File: src/rtl/alu_serial_ctrl.sv
// Bit-serial ALU sequencer driving a 1-bit ALU slice, LSB first.
// Chains carry across cycles, resolves SLT after the MSB, returns flags.

module alu_slice (
    input  logic       src1,
    input  logic       src2,
    input  logic       less,
    input  logic       A_invert,
    input  logic       B_invert,
    input  logic       cin,
    input  logic [1:0] operation,
    output logic       result,
    output logic       cout,
    output logic       set
);

    logic a;
    logic b;

    // One-bit AND/OR/ADD/LESS evaluation with optional input inversion
    always_comb begin
        a      = src1 ^ A_invert;
        b      = src2 ^ B_invert;
        set    = a ^ b ^ cin;
        cout   = (a & b) | (a & cin) | (b & cin);
        result = 1'b0;
        unique case (operation)
            2'b00: result = a & b;
            2'b01: result = a | b;
            2'b10: result = set;
            2'b11: result = less;
        endcase
    end

endmodule

module alu_serial_ctrl #(
    parameter int WIDTH = 32
) (
    input  logic             clk,
    input  logic             rst,
    input  logic             start,
    input  logic [WIDTH-1:0] src1,
    input  logic [WIDTH-1:0] src2,
    input  logic [3:0]       ALU_control,
    output logic             busy,
    output logic             done,
    output logic [WIDTH-1:0] result,
    output logic             zero,
    output logic             cout,
    output logic             overflow
);

    localparam int IW = (WIDTH > 1) ? $clog2(WIDTH) : 1;

    typedef enum logic [1:0] {
        IDLE,
        RUN,
        SLT_FIX,
        FIN
    } state_t;

    state_t state;
    state_t state_d;

    logic [WIDTH-1:0] a_q;
    logic [WIDTH-1:0] b_q;
    logic [3:0]       ctrl_q;
    logic [IW-1:0]    idx_q;
    logic             carry_q;
    logic [WIDTH-1:0] shreg_q;
    logic [WIDTH-1:0] shreg_d;
    logic             cin_msb_q;
    logic             cout_msb_q;
    logic             sum_msb_q;

    logic             last;
    logic             slt_set;
    logic             sl_res;
    logic             sl_cout;
    logic             sl_set;
    logic             cin_m;
    logic             cout_m;
    logic             is_arith;
    logic             is_slt;
    logic             supported;
    logic             to_fin;

    alu_slice u_slice (
        .src1      (a_q[idx_q]),
        .src2      (b_q[idx_q]),
        .less      (1'b0),
        .A_invert  (ctrl_q[3]),
        .B_invert  (ctrl_q[2]),
        .cin       (carry_q),
        .operation (ctrl_q[1:0]),
        .result    (sl_res),
        .cout      (sl_cout),
        .set       (sl_set)
    );

    // Decode of the latched control word and MSB bookkeeping
    always_comb begin
        last      = (idx_q == IW'(WIDTH - 1));
        slt_set   = sum_msb_q ^ (cin_msb_q ^ cout_msb_q);
        is_arith  = (ctrl_q == 4'b0010) || (ctrl_q == 4'b0110);
        is_slt    = (ctrl_q == 4'b0111);
        supported = is_arith || is_slt ||
                    (ctrl_q == 4'b0000) ||
                    (ctrl_q == 4'b0001) ||
                    (ctrl_q == 4'b1100);
        // On the last RUN cycle the MSB carries are still live on the slice
        cin_m     = (state == RUN) ? carry_q : cin_msb_q;
        cout_m    = (state == RUN) ? sl_cout : cout_msb_q;
        shreg_d   = shreg_q;
        if (state == RUN) begin
            shreg_d = {sl_res, shreg_q[WIDTH-1:1]};
        end else if (state == SLT_FIX) begin
            shreg_d = {shreg_q[WIDTH-1:1], slt_set};
        end
    end

    // State register
    always_ff @(posedge clk) begin
        if (rst) state <= IDLE;
        else     state <= state_d;
    end

    // Next-state and status outputs
    always_comb begin
        state_d = state;
        busy    = (state != IDLE);
        done    = (state == FIN);
        unique case (state)
            IDLE:    if (start) state_d = RUN;
            RUN:     if (last)
                         state_d = (ctrl_q[1:0] == 2'b11) ? SLT_FIX : FIN;
            SLT_FIX: state_d = FIN;
            FIN:     state_d = IDLE;
        endcase
        to_fin = (state_d == FIN) && (state != FIN);
    end

    // Operand latch, bit index, carry chain and shift register
    always_ff @(posedge clk) begin
        if (rst) begin
            a_q        <= '0;
            b_q        <= '0;
            ctrl_q     <= '0;
            idx_q      <= '0;
            carry_q    <= 1'b0;
            shreg_q    <= '0;
            cin_msb_q  <= 1'b0;
            cout_msb_q <= 1'b0;
            sum_msb_q  <= 1'b0;
        end else begin
            unique case (state)
                IDLE: begin
                    if (start) begin
                        a_q     <= src1;
                        b_q     <= src2;
                        ctrl_q  <= ALU_control;
                        idx_q   <= '0;
                        carry_q <= ALU_control[2];
                        shreg_q <= '0;
                    end
                end
                RUN: begin
                    shreg_q <= shreg_d;
                    carry_q <= sl_cout;
                    if (last) begin
                        cin_msb_q  <= carry_q;
                        cout_msb_q <= sl_cout;
                        sum_msb_q  <= sl_set;
                    end else begin
                        idx_q <= idx_q + IW'(1);
                    end
                end
                SLT_FIX: shreg_q <= shreg_d;
                FIN: ;
            endcase
        end
    end

    // Result and flags load on entry to FIN so they are valid with done
    always_ff @(posedge clk) begin
        if (rst) begin
            result   <= '0;
            zero     <= 1'b0;
            cout     <= 1'b0;
            overflow <= 1'b0;
        end else if (to_fin) begin
            result   <= supported ? shreg_d : '0;
            zero     <= supported && (shreg_d == '0);
            cout     <= (is_arith || is_slt) && cout_m;
            overflow <= is_arith && (cin_m ^ cout_m);
        end
    end

endmodule

File: config.mk
export PLATFORM = sky130hd
export DESIGN_NAME = alu_serial_ctrl
export DESIGN_NICKNAME = d
export VERILOG_FILES = /design/src/rtl/alu_serial_ctrl.sv
export SDC_FILE = /design/constraint.sdc
export NUM_CORES = 1
export LEC_CHECK = 0
export BUFFER_PORTS_ARGS = -buffer_cell sky130_fd_sc_hd__buf_2
export CAP_MARGIN = 20
export CELL_PAD_IN_SITES_DETAIL_PLACEMENT = 1
export CELL_PAD_IN_SITES_GLOBAL_PLACEMENT = 1
export CORE_UTILIZATION = 38
export CTS_BUF_LIST = sky130_fd_sc_hd__clkbuf_16
export CTS_CLUSTER_SIZE = 8
export DETAILED_ROUTE_END_ITERATION = 8
export PLACE_DENSITY = 0.78
export SLEW_MARGIN = 0
export SYNTH_ARGS = -nofsm -noshare
export SYNTH_HDL_FRONTEND = slang
export SYNTH_HIERARCHICAL = 1
export SYNTH_SLANG_ARGS = --single-unit
File: constraint.sdc
create_clock -name clk -period 3.9 [get_ports clk]
set_input_delay 0.78 -clock clk [delete_from_list [all_inputs] [get_ports clk]]
set_output_delay 0.78 -clock clk [all_outputs]
set_load 0.05 [all_outputs]
After elaboration in Yosys (flattened, before gate mapping)
Index checks and enable logic that the tools add are counted.

word-level totals
  flip-flop bits (word level) = 146
  input bits = 71

cells by class
  add/subtract/negate cells = 1
  order comparisons = 1
  equality and inequality tests = 16
  muxes and demuxes = 21
  bitwise operators = 13
  reduce and logical (&&, ||, !) cells = 22

operators with widths
  kind                 number
  $mux 32              3
  $pmux 32 s2          1
  $logic_not 32->1     1
  $bmux 1 s5           2
  $eq 2x2->1 const B   5
  $mux 5               2
  $pmux 5 s2           1
  $eq 4x3->1 const B   2
  $pmux 2 s4           1
  $reduce_and 2->1     4
  $mux 1               7
  $xor 1x1->1          7
  $lt 5x6->1 const B   1
  $ne 2x2->1 const B   3
  $reduce_bool 2->1    3
  $add 5x1->5 const B  1
  $eq 5x5->1 const B   1
  $logic_or 1x1->1     5
  $eq 2x1->1 const B   2
  $eq 4x1->1 const B   1
  $eq 4x2->1 const B   1
  $eq 4x4->1 const B   1
  $logic_and 1x1->1    4
  $logic_not 2->1      2
  8 further kinds      13

Longest topological paths before layout
  depth after elaboration = 9
  mapped depth = 15
  mapped depth without buffers = 13

Hierarchy
Netlist, hierarchy kept.

by module, submodules not included
  module           instances  cells an instance  area each (um^2)  seq. area each (um^2)
  alu_serial_ctrl  1          730                6306.0            2922.8
  alu_slice        1          12                 107.6             0.0

Worst setup path after synthesis
Ideal clock, no wire load.

  path type = flip-flop to flip-flop
  start point = register idx_q[0]
  end point = register zero
  library setup time = 74 ps
  data arrival time = 3598 ps
  required time = 3826 ps
  slack = 228 ps
  cell stages (with the launch flop) = 16
  buffers on the path = 2
  clock period less this slack = 3672 ps
  cell sequence = dfxtp_1 > buf_6 > buf_8 > mux4_2 > mux4_2 > mux2_2 > xor2_1 > inv_1 > fa_1 > inv_1 > mux4_2 > nand2_1 > nand3_1 > nor3_1 > nand3_1 > o21ai_0

on the way
  word-level cells in the longest chain between the ends = 9
  elaborated cells on any way between the ends = 19
  those cells by class = 2 x eq/ne; 8 x mux; 6 x bitwise; 3 x reduce/logical

ends and longest elaborated chain
  item                            line    text
  start: declaration              69      logic [IW-1:0] idx_q;
  start signal: assignment        176     idx_q <= idx_q + IW'(1);
  $bmux 1 s5 (on tied branches)   90, 91
  $mux 1 (on tied branches)       90, 91
  $xor 1x1->1 (on tied branches)  22, 23
  $xor 1x1->1 * (2 in a row)      24      set = a ^ b ^ cin;
  named net sl_set                81      logic sl_set;
  $pmux 1 s4 *                    27      unique case (operation)
  named net sl_res                79      logic sl_res;
  $mux 32 *                       116     if (state == RUN) begin
  $logic_not 32->1 *              194     zero <= supported && (shreg_d == '0);
  $logic_and 1x1->1 *             194
  end signal: assignment          194
  end: declaration                49      output logic zero,

Mark *: on every way through the listed nets, which the timed path passes. The rest lies on a longest branch. The select of a mux whose other input is x is not followed.
A chain may end at the register's enable or synchronous reset.

Worst setup path in the final report
Same ends and word-level chain as after synthesis.

==> flow_summary_export.csv <==
group,metric,value,unit
run_status,status,"finished, final reports clean",
critical_path,crit_fanout,9,
global_routing,grt_overflow,0,
timing,period_minus_slack,3.852,ns
timing,clock_skew,0.006987,ns
synth,netlist_area,6414,um2
route,ant_nets,0,
synth,ys_seq_area_share,45.57,%
cells_and_area,diodes,0,
cells_and_area,regArea,2924,um2
route,vias,5510,
synth,ys_types,42,
route,drtIter0Drc,376,
critical_path,cp.required,4.26,ns
die,die_h,131.9,um
clock_tree,cts_tree,"built",
die,die_w,131.9,um
clock_tree,path_clk_slew,0.06,ns
route,firstDrtPassIters,4,
critical_path,cp.depth,14,
critical_path,critPathCaptureType,"flip-flop",
power_and_ir_drop,p_per_area,484.7,nW/um2
min_path,worstHoldPathType,"reg2reg",
critical_path,crit_end,"zero$_SDFFE_PP0P_",
power_and_ir_drop,peakVddDrop,0.3409,mV
critical_path,rrSetupSlack,0.05,ns
synth,ys_warn_count,6,
die,die_area,17400,um2
placement,gp_congestion,0.7228,
clock_tree,clock_path_buffers,2,
clock_tree,clkLatencyLatePin,0.43,ns
cells_and_area,multiInputGateArea,3236,um2
placement,hpwl,11220,um
synth,syn_area_per_cell,8.644,um2
clock_tree,h-tree-depth,4,
placement,io_buffers,107,
route,routedWlPerCell,15.99,um
cells_and_area,nNetsFinal,907,
run,cap_violations,0,
route,drc,0,
power_and_ir_drop,p_leak,0.003113,uW
critical_path,arrival,4.21,ns
synth,ys_async_sr_fraction,0,%
timing,slew_headroom,37.63,%
cells_and_area,syn2layout_area_growth,21.46,%
timing,finalSetupViolCount,0,
synth,synth_edf_count,0,
timing,setup_ws,0.04759,ns
global_routing,grt_max_degree,69,
timing,grt_setup_unrepaired,"true",
die,coreArea,16520,um2
route,routed_via_density,5.198,
cells_and_area,fin_util,47.14,%
critical_path,cp.buffers_inverters,3,
critical_path,path_cells,"buf_12, buf_12, mux4_4, mux4_2, mux2_4, xnor2_2, fa_1, inv_1, mux4_2, nand2_2, nand3_2, nor3_2, nand3_1, o21ai_1",
cells_and_area,layout-drive-gt1-share,25.24,%
die,io_pins,108,
critical_path,cp_slowest_cell,"mux4_4",
route,drt_wl_total,16950,um
critical_path,r2r_start,"idx_q[0]$_SDFFE_PP0P_",
timing,max_freq,0.2596,GHz
clock_tree,root_buffer,"clkbuf_16",
cells_and_area,fill_cells,1932,
critical_path,worstSetupPathType,"reg2reg",
synth,synthCells,742,
timing,finalHoldViolations,0,
synth,ys.flop_type,"dfxtp_1",
global_routing,grt_pass1_vias,5652,
clock_tree,numCtsBuffers,17,
global_routing,grt_usage,20.38,%
die,placementRows,47,
timing,period_share,98.78,%
die,start_util,38.81,%
critical_path,r2r_end,"zero$_SDFFE_PP0P_",
critical_path,rr_worst_depth,14,
timing,setup_tns,0,ns
critical_path,cp-startpoint,"idx_q[0]$_SDFFE_PP0P_",
timing,hold_ws,0.4474,ns
global_routing,antenna_found_initial,0,
timing,worst_pin_slew,0.9335,ns
synth,synth_fp_nets,822,
synth,ys_seq_elements,146,
placement,dp_slack,-0.01354,ns
global_routing,grt_first_pass_wirelength,28150,um
critical_path,critPathLaunchType,"flip-flop",
timing,finalMaxSlewViolations,0,
clock_tree,cts_sinks,146,
critical_path,path_delay_family,"multiplexers",
critical_path,slowest_delay,0.63,ns
==> metrics by stage <==
stage	std cells	instance area [um2]	power, uW
floorplan	742	6414	1966
global placement	1025	7134	2105
detailed placement	1025	7134	2120
CTS	1057	7744	3807
global route	1060	7790	3937
finish	1060	7790	3776
==> layer usage <==
metal	share of wire, %	track usage, %
met1	45	25.53
met2	49	34.27
met3	4.5	4.960
met4	0.77	6.848
met5	0	0
==> worst min-delay path, stage by stage (launching register included) <==
cell     delay [ns]
dfxtp_1        0.30
nand2_1        0.05
a21oi_1        0.05
==> worst min path at each step <==
stage | startpoint | to | slack (ns) | depth (start not counted)
2_1_floorplan | a_q[17]$_SDFFE_PP0P_ | a_q[17]$_SDFFE_PP0P_ | 0.43 | 2
3_3_place_gp | result[3]$_SDFFE_PP0P_ | result[3]$_SDFFE_PP0P_ | 0.44 | 2
3_5_place_dp | result[14]$_SDFFE_PP0P_ | result[14]$_SDFFE_PP0P_ | 0.44 | 2
4_1_cts | result[28]$_SDFFE_PP0P_ | result[28]$_SDFFE_PP0P_ | 0.45 | 2
5_1_grt | result[12]$_SDFFE_PP0P_ | result[12]$_SDFFE_PP0P_ | 0.46 | 2
6_report | result[28]$_SDFFE_PP0P_ | result[28]$_SDFFE_PP0P_ | 0.45 | 2
==> where the power goes <==
part	internal (uW)	total (uW)	switching, uW
clock	1050	1680	624
combinational	194	503	309
sequential	1550	1600	42.6
==> sequential cells by signal, indices dropped and copies added (netlist names) <==
| register | cells |
|---|---|
| shreg_q | 32 |
| cout_msb_q | 1 |
| a_q | 32 |
| carry_q | 1 |
| ctrl_q | 4 |
| cout | 1 |
| zero | 1 |
| result | 32 |
| cin_msb_q | 1 |
| idx_q | 5 |
| overflow | 1 |
| state | 2 |
| b_q | 32 |
| sum_msb_q | 1 |
==> cell usage after synthesis (2+ instances only) <==
| library cell | count | area share, % |
|---|---|---|
| xnor2_1 | 3 | 0.41 |
| mux4_2 | 10 | 3.5 |
| dfxtp_1 | 146 | 46 |
| o21ai_0 | 3 | 0.23 |
| mux4_4 | 7 | 2.7 |
| a221oi_1 | 2 | 0.27 |
| buf_6 | 2 | 0.35 |
| nor2b_1 | 3 | 0.29 |
| mux4_1 | 4 | 1.6 |
| a2111oi_0 | 2 | 0.27 |
| clkbuf_1 | 49 | 2.9 |
| a22oi_1 | 32 | 3.7 |
| xor2_1 | 4 | 0.55 |
| mux2_2 | 31 | 5.4 |
| ha_1 | 8 | 1.6 |
| a21oi_1 | 111 | 8.7 |
| and2_1 | 2 | 0.20 |
| nor2_1 | 44 | 2.6 |
| buf_2 | 8 | 0.62 |
| nor3_1 | 4 | 0.31 |
| nor4_1 | 8 | 0.78 |
| nand3_1 | 41 | 3.2 |
| nand2b_1 | 4 | 0.39 |
| nand4_1 | 2 | 0.20 |
| inv_1 | 11 | 0.64 |
| nand2_1 | 185 | 11 |
==> layout by cell type (no fill, tap or decap), types with 3 or more instances in the layout <==
master / count
a21oi_1: 110
a22oi_1: 32
buf_2: 106
buf_4: 19
bufinv_16: 4
clkbuf_16: 17
clkinv_1: 3
clkinvlp_4: 3
dfxtp_1: 145
ha_1: 7
inv_1: 14
mux2_2: 30
mux4_1: 4
mux4_2: 10
mux4_4: 7
nand2_1: 183
nand2b_1: 4
nand3_1: 40
nor2_1: 44
nor2b_1: 3
nor3_1: 3
nor4_1: 8
xor2_1: 3
==> cells by family after synthesis <==
kind of cell	Yosys count	synth area share [%]
compound gates	158	14.14
other cells	1	0.05847
xor+xnor	7	0.9559
fa+ha+maj	9	1.873
simple gates	297	19.24
flops	146	45.57
buf+inv	72	4.838
mux	52	13.32
==> final cells by class <==
| class | instances | area share, % |
|---|---|---|
| Timing Repair Buffer | 127 | 9.155 |
| Clock buffer | 17 | 5.461 |
| Clock inverter | 15 | 2.249 |
| Tap cell | 220 | 3.534 |
| Sequential cell | 146 | 37.54 |
| Multi-Input combinational cell | 524 | 41.54 |
| Inverter | 11 | 0.5300 |
==> timing repair <==
item                       4_1_cts  5_1_grt
setup buffers                    0        3
resized for setup                2        7
cloned                           0        0
setup endpoints to repair        1        3
pin swaps                        1        1
hold buffers                     0        0
No activity file was read; power rests on OpenSTA's default activity.
